--- src/rtl/type_definitions_pkg.sv ---
// Shared RV32IM types: mnemonic enum, raw instruction formats, decoder output record.
// Latency: n/a (types and constants only).
// Backpressure: n/a.
package type_definitions_pkg;

    typedef enum logic [5:0] {
        ADD, SUB, SLL, SLT, SLTU, XOR, SRL, SRA, OR, AND,
        MUL, MULH, MULHSU, MULHU, DIV, DIVU, REM, REMU,
        ADDI, SLTI, SLTIU, XORI, ORI, ANDI, SLLI, SRLI, SRAI,
        LB, LH, LW, LBU, LHU,
        SB, SH, SW,
        BEQ, BNE, BLT, BGE, BLTU, BGEU,
        LUI, AUIPC, JAL, JALR
    } instructions;

    localparam int NUM_INSTR = 45;

    typedef struct packed {
        logic [6:0] funct7;
        logic [4:0] rs2;
        logic [4:0] rs1;
        logic [2:0] funct3;
        logic [4:0] rd;
        logic [6:0] opcode;
    } r_type_t;

    typedef struct packed {
        logic [11:0] imm;
        logic [4:0]  rs1;
        logic [2:0]  funct3;
        logic [4:0]  rd;
        logic [6:0]  opcode;
    } i_type_t;

    typedef struct packed {
        logic [6:0] imm_11to5;
        logic [4:0] rs2;
        logic [4:0] rs1;
        logic [2:0] funct3;
        logic [4:0] imm_4to0;
        logic [6:0] opcode;
    } s_type_t;

    typedef struct packed {
        logic       imm_12;
        logic [5:0] imm_10to5;
        logic [4:0] rs2;
        logic [4:0] rs1;
        logic [2:0] funct3;
        logic [3:0] imm_4to1;
        logic       imm_11;
        logic [6:0] opcode;
    } sb_type_t;

    typedef struct packed {
        logic [19:0] imm_31to12;
        logic [4:0]  rd;
        logic [6:0]  opcode;
    } u_type_t;

    typedef struct packed {
        logic       imm_20;
        logic [9:0] imm_10to1;
        logic       imm_11;
        logic [7:0] imm_19to12;
        logic [4:0] rd;
        logic [6:0] opcode;
    } uj_type_t;

    localparam logic [6:0] OPC_R      = 7'b0110011;
    localparam logic [6:0] OPC_I      = 7'b0010011;
    localparam logic [6:0] OPC_LOAD   = 7'b0000011;
    localparam logic [6:0] OPC_STORE  = 7'b0100011;
    localparam logic [6:0] OPC_BRANCH = 7'b1100011;
    localparam logic [6:0] OPC_LUI    = 7'b0110111;
    localparam logic [6:0] OPC_AUIPC  = 7'b0010111;
    localparam logic [6:0] OPC_JAL    = 7'b1101111;
    localparam logic [6:0] OPC_JALR   = 7'b1100111;

    typedef enum logic [2:0] {
        FMT_R  = 3'd0,
        FMT_I  = 3'd1,
        FMT_S  = 3'd2,
        FMT_SB = 3'd3,
        FMT_U  = 3'd4,
        FMT_UJ = 3'd5
    } instr_fmt_e;

    typedef struct packed {
        instructions op;
        instr_fmt_e  fmt;
        logic [4:0]  rd;
        logic [4:0]  rs1;
        logic [4:0]  rs2;
        logic [31:0] imm;
        logic        illegal;
    } decoded_instr_t;

endpackage

--- src/rtl/rv_instr_decode_comb.sv ---
// Pure decode of one RV32IM word into a decoded_instr_t record.
// Latency: 0 cycles (combinational).
// Backpressure: none; the caller decides when to capture the result.
module rv_instr_decode_comb
    import type_definitions_pkg::*;
(
    input  logic [31:0]    instr,
    output decoded_instr_t dec
);

    r_type_t     f;
    instructions op;
    instr_fmt_e  fmt;
    logic        legal;
    logic [31:0] imm_i, imm_sh, imm_s, imm_sb, imm_u, imm_uj;

    assign f      = r_type_t'(instr);
    assign imm_i  = {{20{instr[31]}}, instr[31:20]};
    assign imm_sh = {27'b0, instr[24:20]};
    assign imm_s  = {{20{instr[31]}}, instr[31:25], instr[11:7]};
    assign imm_sb = {{19{instr[31]}}, instr[31], instr[7], instr[30:25], instr[11:8], 1'b0};
    assign imm_u  = {instr[31:12], 12'b0};
    assign imm_uj = {{11{instr[31]}}, instr[31], instr[19:12], instr[20], instr[30:21], 1'b0};

    // Classify opcode/funct3/funct7 into a mnemonic, its format and legality
    always_comb begin
        op    = ADD;
        fmt   = FMT_R;
        legal = 1'b1;
        case (f.opcode)
            OPC_R: begin
                fmt = FMT_R;
                case (f.funct7)
                    7'b0000000: begin
                        case (f.funct3)
                            3'b000: op = ADD;
                            3'b001: op = SLL;
                            3'b010: op = SLT;
                            3'b011: op = SLTU;
                            3'b100: op = XOR;
                            3'b101: op = SRL;
                            3'b110: op = OR;
                            default: op = AND;
                        endcase
                    end
                    7'b0100000: begin
                        if (f.funct3 == 3'b000)      op = SUB;
                        else if (f.funct3 == 3'b101) op = SRA;
                        else                         legal = 1'b0;
                    end
                    7'b0000001: begin
                        case (f.funct3)
                            3'b000: op = MUL;
                            3'b001: op = MULH;
                            3'b010: op = MULHSU;
                            3'b011: op = MULHU;
                            3'b100: op = DIV;
                            3'b101: op = DIVU;
                            3'b110: op = REM;
                            default: op = REMU;
                        endcase
                    end
                    default: legal = 1'b0;
                endcase
            end
            OPC_I: begin
                fmt = FMT_I;
                case (f.funct3)
                    3'b000: op = ADDI;
                    3'b010: op = SLTI;
                    3'b011: op = SLTIU;
                    3'b100: op = XORI;
                    3'b110: op = ORI;
                    3'b111: op = ANDI;
                    3'b001: begin
                        if (f.funct7 == 7'b0000000) op = SLLI;
                        else                        legal = 1'b0;
                    end
                    default: begin
                        if (f.funct7 == 7'b0000000)      op = SRLI;
                        else if (f.funct7 == 7'b0100000) op = SRAI;
                        else                             legal = 1'b0;
                    end
                endcase
            end
            OPC_LOAD: begin
                fmt = FMT_I;
                case (f.funct3)
                    3'b000: op = LB;
                    3'b001: op = LH;
                    3'b010: op = LW;
                    3'b100: op = LBU;
                    3'b101: op = LHU;
                    default: legal = 1'b0;
                endcase
            end
            OPC_STORE: begin
                fmt = FMT_S;
                case (f.funct3)
                    3'b000: op = SB;
                    3'b001: op = SH;
                    3'b010: op = SW;
                    default: legal = 1'b0;
                endcase
            end
            OPC_BRANCH: begin
                fmt = FMT_SB;
                case (f.funct3)
                    3'b000: op = BEQ;
                    3'b001: op = BNE;
                    3'b100: op = BLT;
                    3'b101: op = BGE;
                    3'b110: op = BLTU;
                    3'b111: op = BGEU;
                    default: legal = 1'b0;
                endcase
            end
            OPC_LUI:   begin fmt = FMT_U;  op = LUI;   end
            OPC_AUIPC: begin fmt = FMT_U;  op = AUIPC; end
            OPC_JAL:   begin fmt = FMT_UJ; op = JAL;   end
            OPC_JALR: begin
                fmt = FMT_I;
                op  = JALR;
                if (f.funct3 != 3'b000) legal = 1'b0;
            end
            default: legal = 1'b0;
        endcase
    end

    // Populate only the fields the format carries; illegal words collapse to ADD with zeros
    always_comb begin
        dec = '0;
        if (legal) begin
            dec.op  = op;
            dec.fmt = fmt;
            case (fmt)
                FMT_R: begin
                    dec.rd  = f.rd;
                    dec.rs1 = f.rs1;
                    dec.rs2 = f.rs2;
                end
                FMT_I: begin
                    dec.rd  = f.rd;
                    dec.rs1 = f.rs1;
                    dec.imm = (op == SLLI || op == SRLI || op == SRAI) ? imm_sh : imm_i;
                end
                FMT_S: begin
                    dec.rs1 = f.rs1;
                    dec.rs2 = f.rs2;
                    dec.imm = imm_s;
                end
                FMT_SB: begin
                    dec.rs1 = f.rs1;
                    dec.rs2 = f.rs2;
                    dec.imm = imm_sb;
                end
                FMT_U: begin
                    dec.rd  = f.rd;
                    dec.imm = imm_u;
                end
                FMT_UJ: begin
                    dec.rd  = f.rd;
                    dec.imm = imm_uj;
                end
                default: ;
            endcase
        end else begin
            dec.illegal = 1'b1;
        end
    end

endmodule

--- src/rtl/rv_instr_decoder.sv ---
// RV32IM stream decoder with 2-entry output skid buffer and saturating per-mnemonic counters.
// Latency: 1 cycle from input accept to out_valid (no same-cycle bypass).
// Backpressure: in_ready drops while both buffer entries are occupied; head holds until out_ready.
module rv_instr_decoder
    import type_definitions_pkg::*;
#(
    parameter int CNT_W = 16
) (
    input  logic             clk,
    input  logic             rst,
    input  logic             in_valid,
    output logic             in_ready,
    input  logic [31:0]      in_instr,
    output logic             out_valid,
    input  logic             out_ready,
    output logic [5:0]       out_op,
    output logic [2:0]       out_fmt,
    output logic [4:0]       out_rd,
    output logic [4:0]       out_rs1,
    output logic [4:0]       out_rs2,
    output logic [31:0]      out_imm,
    output logic             out_illegal,
    input  logic [5:0]       stat_sel,
    output logic [CNT_W-1:0] stat_count,
    output logic [CNT_W-1:0] illegal_count,
    input  logic             stat_clear
);

    typedef enum logic [1:0] {BUF_EMPTY, BUF_ONE, BUF_TWO} buf_state_e;

    localparam logic [CNT_W-1:0] CNT_MAX = '1;

    buf_state_e       state, state_nxt;
    decoded_instr_t   dec, head, tail;
    logic             push, pop;
    logic [CNT_W-1:0] cnt_q [NUM_INSTR];
    logic [CNT_W-1:0] ill_q;

    rv_instr_decode_comb u_decode (
        .instr (in_instr),
        .dec   (dec)
    );

    assign push = in_valid & in_ready;
    assign pop  = out_valid & out_ready;

    // Buffer occupancy register
    always_ff @(posedge clk or posedge rst) begin
        if (rst) state <= BUF_EMPTY;
        else     state <= state_nxt;
    end

    // Occupancy update: a simultaneous push and pop leaves the count unchanged
    always_comb begin
        state_nxt = state;
        case (state)
            BUF_EMPTY: if (push) state_nxt = BUF_ONE;
            BUF_ONE: begin
                if (push && !pop)      state_nxt = BUF_TWO;
                else if (!push && pop) state_nxt = BUF_EMPTY;
            end
            BUF_TWO: if (pop) state_nxt = BUF_ONE;
            default: state_nxt = BUF_EMPTY;
        endcase
    end

    // Handshake outputs depend only on occupancy
    always_comb begin
        in_ready  = (state != BUF_TWO);
        out_valid = (state != BUF_EMPTY);
    end

    // Entry storage: head is always presented, tail only fills while head is stalled
    always_ff @(posedge clk or posedge rst) begin
        if (rst) begin
            head <= '0;
            tail <= '0;
        end else begin
            case (state)
                BUF_EMPTY: if (push) head <= dec;
                BUF_ONE: begin
                    if (push && pop) head <= dec;
                    else if (push)   tail <= dec;
                end
                BUF_TWO: if (pop) head <= tail;
                default: ;
            endcase
        end
    end

    // Saturating statistics, counted at accept time; clear beats increment
    always_ff @(posedge clk or posedge rst) begin
        if (rst) begin
            for (int i = 0; i < NUM_INSTR; i++) cnt_q[i] <= '0;
            ill_q <= '0;
        end else if (stat_clear) begin
            for (int i = 0; i < NUM_INSTR; i++) cnt_q[i] <= '0;
            ill_q <= '0;
        end else if (push) begin
            if (dec.illegal) begin
                if (ill_q != CNT_MAX) ill_q <= ill_q + 1'b1;
            end else if (cnt_q[dec.op] != CNT_MAX) begin
                cnt_q[dec.op] <= cnt_q[dec.op] + 1'b1;
            end
        end
    end

    assign stat_count    = (stat_sel < 6'(NUM_INSTR)) ? cnt_q[stat_sel] : '0;
    assign illegal_count = ill_q;

    assign out_op      = head.op;
    assign out_fmt     = head.fmt;
    assign out_rd      = head.rd;
    assign out_rs1     = head.rs1;
    assign out_rs2     = head.rs2;
    assign out_imm     = head.imm;
    assign out_illegal = head.illegal;

endmodule

--- config.mk ---
export PLATFORM = sky130hd
export DESIGN_NAME = rv_instr_decoder
export DESIGN_NICKNAME = d
export VERILOG_FILES = /design/src/rtl/type_definitions_pkg.sv /design/src/rtl/rv_instr_decode_comb.sv /design/src/rtl/rv_instr_decoder.sv
export SDC_FILE = /design/constraint.sdc
export NUM_CORES = 2
export LEC_CHECK = 0
export BUFFER_PORTS_ARGS = -buffer_cell sky130_fd_sc_hd__buf_2
export CAP_MARGIN = 15
export CORE_ASPECT_RATIO = 0.7
export CORE_MARGIN = 1.5
export CORE_UTILIZATION = 49
export CTS_CLUSTER_DIAMETER = 40
export CTS_CLUSTER_SIZE = 10
export DETAILED_ROUTE_END_ITERATION = 10
export PLACE_DENSITY_LB_ADDON = 0.1
export SLEW_MARGIN = 25
export SYNTH_ARGS = -nofsm -noshare
export SYNTH_HDL_FRONTEND = slang
export SYNTH_SLANG_ARGS = --single-unit
--- constraint.sdc ---
create_clock -name clk -period 50.7 [get_ports clk]
set_clock_uncertainty 0.2 [all_clocks]
set_input_delay 2.535 -clock clk [delete_from_list [all_inputs] [get_ports clk]]
set_output_delay 2.535 -clock clk [all_outputs]
set_load 0.005 [all_outputs]
==> results.json <==
{
  "status": "finished clean",
  "grt_max_degree": 158,
  "drtAntennaViolNets": 0,
  "syn-cell-area_um2": 47400,
  "synth_top_cell_area_share": 0.450,
  "worstReg2RegStart": "cnt_q[177]",
  "clk_pin_slew_ns": 0.05,
  "finalNonFillerCells": 5693,
  "grtUsageTotal": 0.444,
  "grt_pass1_vias": 40769,
  "post-dp-hpwl_um": 140000,
  "p_leak_uw": 0.0226,
  "hold_depth": 1,
  "worstSetupEndpointType": "flop",
  "holdWs_ns": 0.273,
  "r2r_setup_slack_ns": 44.84,
  "io_pins": 134,
  "dieArea_um2": 98700,
  "root_buffer": "clkbuf_16",
  "vias": 43868,
  "wl_per_cell_um": 38.8,
  "postSynthCellCount": 4368,
  "cts_tree": "built",
  "switching_share": 0.279,
  "crit_path_top_delay_cell": "a31oi_4",
  "synth_seq_area_share": 0.450,
  "overflow": 0,
  "finalSetupViolCount": 0,
  "synth_flop_cell": "dfrtp_1",
  "grt_pass1_wl_um": 313000,
  "worstSkewPairLatency_ns": 0.79,
  "maxCapViolations": 0,
  "crit_type": "input port to flop",
  "start_util": 0.494,
  "core_um2": 95900,
  "crit_fanout": 71,
  "p_seq_frac": 0.388,
  "clkPwrFrac": 0.500,
  "p_int_uw": 1340,
  "min-delay-start": "tail[15]",
  "p_per_area_nw_per_um2": 34.9,
  "drc": 0,
  "initialDrtViolationCount": 7483,
  "dp.cells": 5459,
  "die_h_um": 263,
  "cts.htree.levels": 4,
  "peakVddDrop_mv": 0.0275,
  "gp_congestion": 1.02,
  "crit_path_frequent_cell": "buf_4",
  "cpPeakStageDelay_ns": 1.06,
  "clock-sinks": 852,
  "yosys_warnings": 0,
  "final_common_cell": "dfrtp_1",
  "ys_seq_elements": 852,
  "timing.rr.end": "cnt_q[156]",
  "post-cts-setup-buffers": 0,
  "num-fill-cells": 8232,
  "cp_top_family": "simple AND/OR/NAND/NOR gates",
  "slew_violations": 0,
  "cp.arrival_ns": 11.14,
  "layout-drive-gt1-share": 0.201,
  "slew_headroom": 0.188,
  "fmax_mhz": 93.9,
  "antenna_found_initial": 17,
  "final_cell_mix": "dfrtp_1, a22o_1, nand2_1",
  "post-route-min-period_ns": 10.65,
  "setup_tns_ns": 0,
  "path_cells": "buf_2 > nor4bb_1 > nor4_1 > o22a_1 > nand2_4 > buf_4 > buf_4 > nand2_1 > o31ai_1 > a2111oi_1 > nor3_1 > o211a_1 > nor4b_1 > and3_1 > nand2_8 > buf_4 > a31oi_4 > a22o_1",
  "synthArstFlopShare": 1.00,
  "hold_path_class": "flop to flop",
  "power_frac_comb": 0.112,
  "postCtsHoldBufs": 0,
  "seq_area_um2": 21300,
  "port_buffers": 133,
  "hold_viol": 0,
  "cts_buffers": 130,
  "row_count": 95,
  "syn_avg_cell_area_um2": 10.9,
  "rr_worst_depth": 12,
  "netlist_top_cells_area": "dfrtp_1, mux4_2, a22o_1",
  "multi_input_area_um2": 24200,
  "cp_num_buf_inv": 4,
  "detail_route.vias_per_cell": 7.71,
  "dr.pass1.iters": 8,
  "synth_nets": 4416,
  "area_delta_synth_final_pct": 12.9,
  "post-synth-top-area-cell": "dfrtp_1",
  "clockBufferDepth": 3,
  "startpoint_type": "input port",
  "switching_power_uw": 521,
  "synth_cell_types": 108,
  "min_to": "tail[15]",
  "nNetsFinal": 4380,
  "worst_pin_slew_ns": 1.21,
  "ctsResizeCount": 0,
  "dieWidth_um": 375,
  "period_share": 0.210,
  "grt_setup_unrepaired": "false",
  "synth_edf_count": 0,
  "crit_required_ns": 51.19,
  "drt-total-wl_um": 221000
}
-- worst max path at each step --
stage,start,endpoint,cells after the start
2_1_floorplan,rst,cnt_q[0],1
5_1_grt,in_instr[14],cnt_q[156],19
4_1_cts,in_instr[13],cnt_q[89],18
6_report,in_instr[13],cnt_q[156],18
3_5_place_dp,in_instr[13],cnt_q[156],18
3_3_place_gp,in_instr[14],cnt_q[92],18
-- final cells by class --
class | count | area share
multi-input cells | 3043 | 0.452
flip-flops and latches | 852 | 0.398
clock buffers | 157 | 0.0667
repair buffers | 280 | 0.0352
well taps | 1261 | 0.0295
clock inverters | 64 | 0.0156
inverters | 25 | 0.00189
diodes | 11 | 0.000514
-- sequential cells by signal (all words and copies together), names as in the netlist --
| signal | cells |
|---|---|
| cnt_q | 720 |
| illegal_count | 16 |
| out_fmt | 3 |
| out_illegal | 1 |
| out_imm | 32 |
| out_op | 6 |
| out_rd | 5 |
| out_rs1 | 5 |
| out_rs2 | 5 |
| state | 2 |
| tail | 57 |
-- per-layer routing --
layer,wire length (µm),GRT usage,share of wire,up-vias
met5,489,0.0290,0.0022,-
met4,12600,0.217,0.057,30
met3,40100,0.243,0.18,870
met2,82400,0.544,0.37,4227
met1,85500,0.620,0.39,21940
li1,-,-,-,16801
-- power by group through the flow --
stage	Sequential (µW)	Combinational [µW]	Clock (µW)
2_1_floorplan	736	114	0
3_3_place_gp	733	202	0
3_5_place_dp	734	204	0
4_1_cts	723	204	933
5_1_grt	726	223	963
6_report	723	209	933
-- cell families (layout without fill, tap and decap cells) --
logic type	count (synthesis)	in the layout	synth area share
fa+ha+maj	5	5	0.00132
flops	852	852	0.450
compound gates	1488	1488	0.249
xor+xnor	28	28	0.00533
buf+inv	473	526	0.0500
mux	360	360	0.132
simple gates	1162	1162	0.113
other cells	0	11	0
-- Yosys cell counts (14+ instances only) --
library cell / number
o31ai_1: 23
buf_6: 26
xor2_1: 16
and2_1: 32
buf_1: 73
a311oi_1: 16
mux4_2: 209
mux2i_1: 128
nor2_1: 288
a31oi_1: 30
inv_1: 25
o22ai_1: 77
or3_1: 18
and3_1: 36
clkbuf_1: 151
o21ai_0: 124
mux2_2: 23
a31oi_4: 36
a32oi_1: 18
buf_2: 136
nand2_1: 428
a22o_1: 453
a21oi_1: 239
o21a_1: 21
or2_2: 15
a211oi_1: 55
a221oi_1: 29
nand3_1: 164
o221ai_1: 33
buf_4: 61
dfrtp_1: 852
a32o_1: 21
nor3_1: 70
o2bb2ai_1: 152
nor2b_1: 14
-- per-stage QoR --
stage          total power [µW]  setup WS, ns  cell area [µm²]  utilization
3_5_place_dp                938         39.86            49000        0.511
2_1_floorplan               851         24.03            47400            -
5_1_grt                    1910         40.26            53500        0.558
4_1_cts                    1860         40.61            53400        0.557
3_3_place_gp                936         39.62            49000        0.511
6_report                   1870         40.05            53500        0.558
No activity file was read; power rests on OpenSTA's default activity.
